===== config.mk =====
export PLATFORM = sky130hd
export DESIGN_NAME = traffic_phase_scheduler
export DESIGN_NICKNAME = d
export VERILOG_FILES = /design/src/rtl/traffic_phase_scheduler.sv
export SDC_FILE = /design/constraint.sdc
export NUM_CORES = 1
export LEC_CHECK = 0
export ABC_AREA = 1
export CAP_MARGIN = 20
export CORE_AREA = 4 4 81 83
export DETAILED_ROUTE_END_ITERATION = 8
export DIE_AREA = 0 0 85 87
export PLACE_DENSITY_LB_ADDON = 0.08
export SLEW_MARGIN = 20
export SYNTH_ARGS = -nofsm -noshare
export SYNTH_HDL_FRONTEND = slang
export SYNTH_SLANG_ARGS = --single-unit

===== constraint.sdc =====
create_clock -name clk -period 3.7 [get_ports clk]
set_clock_uncertainty 0.05 [all_clocks]
set_input_delay 0.37 -clock clk [delete_from_list [all_inputs] [get_ports clk]]
set_output_delay 0.37 -clock clk [all_outputs]
set_load 0.1 [all_outputs]

===== src/rtl/traffic_phase_scheduler.sv =====
// Purpose: main/side intersection phase scheduler with pedestrian walk phase and request arbitration.
// Latency: requests are latched one edge after they are sampled; lamps decode combinationally from the registered phase.
// Backpressure: none; requests are level/pulse inputs held in sticky latches until their phase is served.
//
// Ports:
//   clk, rst_n                        - clock, synchronous active-low reset
//   side_req, ped_req                 - side-road sensor (level), pedestrian button (level or pulse)
//   main_road_light, side_road_light  - 3'b001 green, 3'b011 yellow, 3'b101 red
//   ped_walk, ped_ack                 - walk lamp, one-cycle pulse on the first cycle of a walk phase
//   phase, second                     - current phase encoding, whole seconds elapsed in the phase
module traffic_phase_scheduler #(
  parameter int TICKS_PER_SEC = 1000,
  parameter int MIN_GREEN     = 10,
  parameter int MAX_GREEN     = 30,
  parameter int YELLOW_T      = 3,
  parameter int ALLRED_T      = 2,
  parameter int WALK_T        = 8
) (
  input  logic       clk,
  input  logic       rst_n,
  input  logic       side_req,
  input  logic       ped_req,
  output logic [2:0] main_road_light,
  output logic [2:0] side_road_light,
  output logic       ped_walk,
  output logic       ped_ack,
  output logic [2:0] phase,
  output logic [7:0] second
);

  localparam int PS_W = (TICKS_PER_SEC > 1) ? $clog2(TICKS_PER_SEC) : 1;
  localparam logic [PS_W-1:0] PS_LAST = PS_W'(TICKS_PER_SEC - 1);

  // Timed phases compare against T-1: the exit edge is the last tick of the final second.
  localparam logic [7:0] MIN_G    = 8'(MIN_GREEN);
  localparam logic [7:0] MAX_LAST = 8'(MAX_GREEN - 1);
  localparam logic [7:0] YEL_LAST = 8'(YELLOW_T - 1);
  localparam logic [7:0] AR_LAST  = 8'(ALLRED_T - 1);
  localparam logic [7:0] WLK_LAST = 8'(WALK_T - 1);

  localparam logic [2:0] LAMP_GRN = 3'b001;
  localparam logic [2:0] LAMP_YEL = 3'b011;
  localparam logic [2:0] LAMP_RED = 3'b101;

  typedef enum logic [2:0] {
    MG  = 3'd0,
    MY  = 3'd1,
    AR1 = 3'd2,
    SG  = 3'd3,
    SY  = 3'd4,
    AR2 = 3'd5,
    PW  = 3'd6
  } phase_t;

  phase_t          state, state_n;
  logic [PS_W-1:0] prescaler;
  logic            sec_tick;
  logic            side_pend, ped_pend;
  logic            rr, rr_n;
  logic            phase_chg;

  assign sec_tick  = (prescaler == PS_LAST);
  assign phase_chg = (state_n != state);
  assign phase     = state;

  // Next-phase selection and round-robin pointer update.
  always_comb begin
    state_n = state;
    rr_n    = rr;
    case (state)
      MG: begin
        if ((second >= MIN_G) && (side_pend || ped_pend)) state_n = MY;
      end
      MY: begin
        if (sec_tick && (second == YEL_LAST)) state_n = AR1;
      end
      AR1: begin
        if (sec_tick && (second == AR_LAST)) begin
          if (side_pend && ped_pend) begin
            // rr=0 serves the side road first; the pointer flips to the other requester.
            state_n = rr ? PW : SG;
            rr_n    = ~rr;
          end else if (side_pend) begin
            state_n = SG;
          end else if (ped_pend) begin
            state_n = PW;
          end else begin
            state_n = MG;
          end
        end
      end
      SG: begin
        // A waiting pedestrian ends side green as soon as the minimum is met, even with traffic present.
        if (((second >= MIN_G) && (!side_req || ped_pend)) ||
            (sec_tick && (second == MAX_LAST))) state_n = SY;
      end
      SY: begin
        if (sec_tick && (second == YEL_LAST)) state_n = AR2;
      end
      AR2: begin
        if (sec_tick && (second == AR_LAST)) state_n = MG;
      end
      PW: begin
        if (sec_tick && (second == WLK_LAST)) state_n = AR2;
      end
      default: state_n = MG;
    endcase
  end

  always_ff @(posedge clk) begin
    if (!rst_n) begin
      state     <= MG;
      prescaler <= '0;
      second    <= '0;
      side_pend <= 1'b0;
      ped_pend  <= 1'b0;
      rr        <= 1'b0;
      ped_ack   <= 1'b0;
    end else begin
      state <= state_n;
      rr    <= rr_n;

      // Every phase starts on a clean second boundary.
      if (phase_chg) begin
        prescaler <= '0;
        second    <= '0;
      end else begin
        prescaler <= sec_tick ? '0 : prescaler + PS_W'(1);
        if (sec_tick && (second != 8'hFF)) second <= second + 8'd1;
      end

      // Clear on entry takes priority over a same-cycle set.
      if ((state_n == SG) && (state != SG))  side_pend <= 1'b0;
      else if (side_req && (state != SG))    side_pend <= 1'b1;

      if ((state_n == PW) && (state != PW))  ped_pend <= 1'b0;
      else if (ped_req && (state != PW))     ped_pend <= 1'b1;

      ped_ack <= (state_n == PW) && (state != PW);
    end
  end

  // Lamp decode; anything not explicitly green or yellow stays red.
  always_comb begin
    main_road_light = LAMP_RED;
    side_road_light = LAMP_RED;
    ped_walk        = 1'b0;
    case (state)
      MG:      main_road_light = LAMP_GRN;
      MY:      main_road_light = LAMP_YEL;
      SG:      side_road_light = LAMP_GRN;
      SY:      side_road_light = LAMP_YEL;
      PW:      ped_walk        = 1'b1;
      default: ;
    endcase
  end

endmodule


; ---- Yosys cells after proc, flatten, opt, wreduce, memory -nomap -nowiden
; Cells that the tools add are included.
[op_classes]
bitwise_logic = 2
magnitude_cmp = 1
n_reduce_logical = 22
add_sub_neg = 2
n_eq_ne = 17
n_mux = 15
[ops]
columns = cell, count
row1 = $mux 3, 11
row2 = $pmux 3 s7, 1
row3 = $eq 3x3->1 const B, 4
row4 = $logic_and 1x1->1, 12
row5 = $pmux 3 s2, 2
row6 = $add 10x1->10 const B, 1
row7 = $eq 10x10->1 const B, 1
row8 = $eq 3x2->1 const B, 3
row9 = $add 8x1->8 const B, 1
row10 = $eq 8x1->1 const B, 1
row11 = $eq 8x2->1 const B, 1
row12 = $eq 8x3->1 const B, 1
row13 = $eq 8x5->1 const B, 1
row14 = $ge 8x4->1 const B, 1
row15 = $ne 8x8->1 const B, 1
row16 = $reduce_or 2->1, 3
row17 = $eq 3x1->1 const B, 1
row18 = $logic_not 3->1, 1
row19 = $logic_or 1x1->1, 3
row20 = $ne 3x2->1 const B, 1
row21 = $ne 3x3->1, 1
row22 = $ne 3x3->1 const B, 1
row23 = $reduce_and 3->1, 1
row24 = $reduce_or 3->1, 1
row25 = other kinds (3), 4
[word_totals]
wordCells = 66
out_inout_bits = 19
input_bits = 4
regBits = 25

; ---- Longest topological paths before layout
[logic_depth]
depth_word = 9
ltp_mapped = 16
mapped_depth_nobuf = 16

; ---- Worst setup path after synthesis
; No wires, ideal clock.
[synth_timing]
path_type = flip-flop to flip-flop
start = reg state[1] (netlist: phase[1])
end = reg prescaler[0]
t_arrival_ns = 3.490
setup_time_ns = 0.065
path_stages_with_launch = 11
n_path_buf = 0
setup_slack_ns = 0.095
required_time_ns = 3.585
cell_sequence = dfxtp_1 -> inv_1 -> nor2_1 -> nand3_1 -> nand2_1 -> nor2_4 -> nand3_1 -> nand2_2 -> nor2_4 -> nand3_4 -> nor2_2
[synth_via]
elab_chain_cells = 4
elab_cells_between_ends = 17
cone_classes = eq/ne (7) / mux (8) / reduce/logical (2)
[synth_rtl]
columns = element, line
row1 = start: declaration, 55  ; phase_t state, state_n;
row2 = start signal: assignment, 120  ; state <= state_n;
row3 = "$eq 3x3->1, or another cell as far along", 70  ; case (state)
row4 = $pmux 3 s7, 70
row5 = $ne 3x3->1 (*), 63  ; assign phase_chg = (state_n != state);
row6 = $reduce_or 3->1 (no source line) (*), -
row7 = end signal: assignment, 128  ; prescaler <= sec_tick ? '0 : prescaler + PS_W'(1);
row8 = end: declaration, 56  ; logic [PS_W-1:0] prescaler;
; Mark *: on every way between the ends. The rest lies on a longest branch, timed or not.
; A chain may end at the register's enable or synchronous reset.

; ---- Worst setup path after layout
[layout_timing]
start = reg state[0] (netlist: phase[0])
end = out side_road_light[2]
[layout_via]
elab_chain_cells = 2
elab_cells_between_ends = 3
cone_classes = eq/ne (2) / mux (1)
[layout_rtl]
columns = element, line
row1 = $eq 3x3->1 / $eq 3x2->1 (equally long branches), 148  ; case (state)
row2 = $pmux 3 s2 (*), 148
row3 = end: declaration, 24  ; output logic [2:0] side_road_light,
; Marks and branches as above.

==> run metrics <==
status completed; synth cell count leaders nand2_1, inv_1, dfxtp_1, nor2_1, nand3_1; Power Dens Cells 250 nW/µm²; ys async rst share 0%; chip width 85 µm; Final #Nets 262; VDD IR-drop max 231 µV; initial core utilization 27.3%; Synthesis Warnings 0; final core occ 32.9%; clock buffers created by TritonCTS 3; Crit Path Class reg2out; crit end category output pin; post-route setup TNS 0 ps; CP max FO 7; simple-gate share of the synthesized area 42.9%; Hold Path Cell Cnt 1; Final min period 2770 ps; post-DP HPWL 3030 µm; largest cells by area after synthesis dfxtp_1, nand2_1, inv_1, nor2_1, nor2_2; Layout Cells excl Fill 328; wire per inst 11.4 µm; Final Hold Vio Count 0; CP startpoint kind flop; Synth area leader dfxtp_1; IO Pins 23; initial antenna violation count 0; largest family of logic cells by synthesized area simple AND/OR/NAND/NOR gates; vias in the first global route 1397; clock sinks 25; clock buffer depth 2; timing-limited maximum frequency 361 MHz; first-pass GRT wire length 6600 µm; worst hold path startpoint prescaler[0]$_SDFF_PP0_; RSZ-0062 raised after global routing false; Root Buffer clkbuf_8; Max transition margin 34.5%; gpl congestion 0.788; Worst-Margin Slew 980 ps; EDFF count, synth 0; grt ovf 0; routed wire length 3750 µm; fin crit share 74.8%; placed cell count 324; Clock Pin Slew Worst Setup and Hold Paths 90 ps; flops & latches, synth 25; largest net degree at the start of global routing 14; worst setup margin 932 ps; drt initial violations 37; GRT Util Overall 11.1%; Design Area, Final 1930 µm²; Post-DP Area 1880 µm²; n_diodes 0; drt drc 0; Hold Path Sink prescaler[0]$_SDFF_PP0_; Mapped Area 1600 µm²; post-synthesis cell count 230; adder-cell share of the synthesized area 3.13%; core area 5850 µm²; XOR/XNOR Fraction of Synth Area 7.67%; PostCTS Resize Cnt 0; required time worst endpoint 3280 ps; R2R Path End second[2]$_SDFFE_PP0P_; Worst R2R Path Depth 12; final setup vio count 0; syn_area_per_cell 6.95 µm²; later-pin clock latency in the skew report 270 ps; Arrival @ worst endpoint 2350 ps; post-synth top area share 31.3%; row count 28; Via Count 1416; drt first pass iters 4; Final Slew Violations 0; Seq/Total Area, Yosys 31.3%; share of layout cells above drive strength 1 15.0%; CTS tree yes; port bufs 20; pre-CTS setup slack 1250 ps; Total Die Area 7400 µm²; Hold Path Class reg2reg; die span in y 87 µm; Pwr Total 0.481 mW; Syn-to-layout area delta 20.5%; post-CTS setup buffers 0; Max-cap violations 0; ys flop type dfxtp_1; cell with the most instances after synthesis nand2_1; Compound-Gate Fraction of Synth Area 4.62%; final hold slack 417 ps; P_leak 0.804 nW; reg-to-reg startpoint second[1]$_SDFFE_PP0P_; r2r setup slk 1390 ps; post-synth cell types 29; post-synthesis mux area share 0%; ANT nets after route 0; H-Tree Depth 1; cts hold-fix bufs 0; via/cell ratio 4.32
==> logic make-up after synthesis <==
group | after synthesis
other | 1
AO/OA/AOI/OAI | 14
flip-flops | 25
adder cells (fa/ha/maj) | 4
AND/OR/NAND/NOR | 131
buffers and inverters | 41
XOR/XNOR | 14
==> cells in the final DEF, fill, tap and decap left out, drive strengths merged, types with 2 or more instances in the layout <==
cell type,synthesis,routed
nand3,22,22
xor2,10,10
nor2,44,44
ha,4,4
nand2,50,50
clkbuf,0,4
dfxtp,25,25
xnor2,4,4
inv,38,38
conb,1,2
o21ai,7,7
nor3,6,6
a21oi,5,5
nor3b,6,6
clkdlybuf4s50,0,20
==> how the worst max path moves through the flow <==
stage	end	cells after the start	slack, ps	startpoint
6_report	side_road_light[2]	4	930	phase[0]$_SDFF_PN0_
3_3_place_gp	side_road_light[2]	4	1220	phase[0]$_SDFF_PN0_
2_1_floorplan	prescaler[0]$_SDFF_PP0_	10	90	phase[1]$_SDFF_PN0_
4_1_cts	side_road_light[2]	4	910	phase[0]$_SDFF_PN0_
5_1_grt	side_road_light[2]	4	770	phase[0]$_SDFF_PN0_
3_5_place_dp	side_road_light[2]	4	1250	phase[0]$_SDFF_PN0_
==> state kept, by name, indices dropped and copies added, names as in the netlist <==
register   count
prescaler     10
ped_ack        1
ped_pend       1
second         8
rr             1
side_pend      1
phase          3
==> critical path: stages, from the launching register on <==
cell             delay, ps
dfxtp_1                440
inv_2                  120
nor3_1                 450
nor2_1                  80
clkdlybuf4s50_1        980
==> power by group <==
part           total [mW]  switching [mW]  leakage, nW  internal, mW
registers           0.277         0.00350        0.203         0.273
logic              0.0337          0.0235        0.578        0.0103
clock network       0.171          0.0934       0.0228        0.0772
total               0.481           0.120        0.804         0.361
==> final cells by class <==
class	count	area, µm²
clock buffer	4	45.0
fill	647	3930
inverter	39	146
multi-input combinational	165	940
sequential	25	500
tap	75	93.8
timing repair buffer	20	200
==> per-layer routing <==
layer  global-route usage [%]  vias to the layer above  part of all wire (%)
li1                         -                      753                     -
met1                     15.1                      637                    50
met2                     17.9                       24                    45
met3                     2.55                        2                   4.3
met4                     2.45                        0                  0.77
met5                        0                        -                     0
Power figures use the tool's default switching activity.
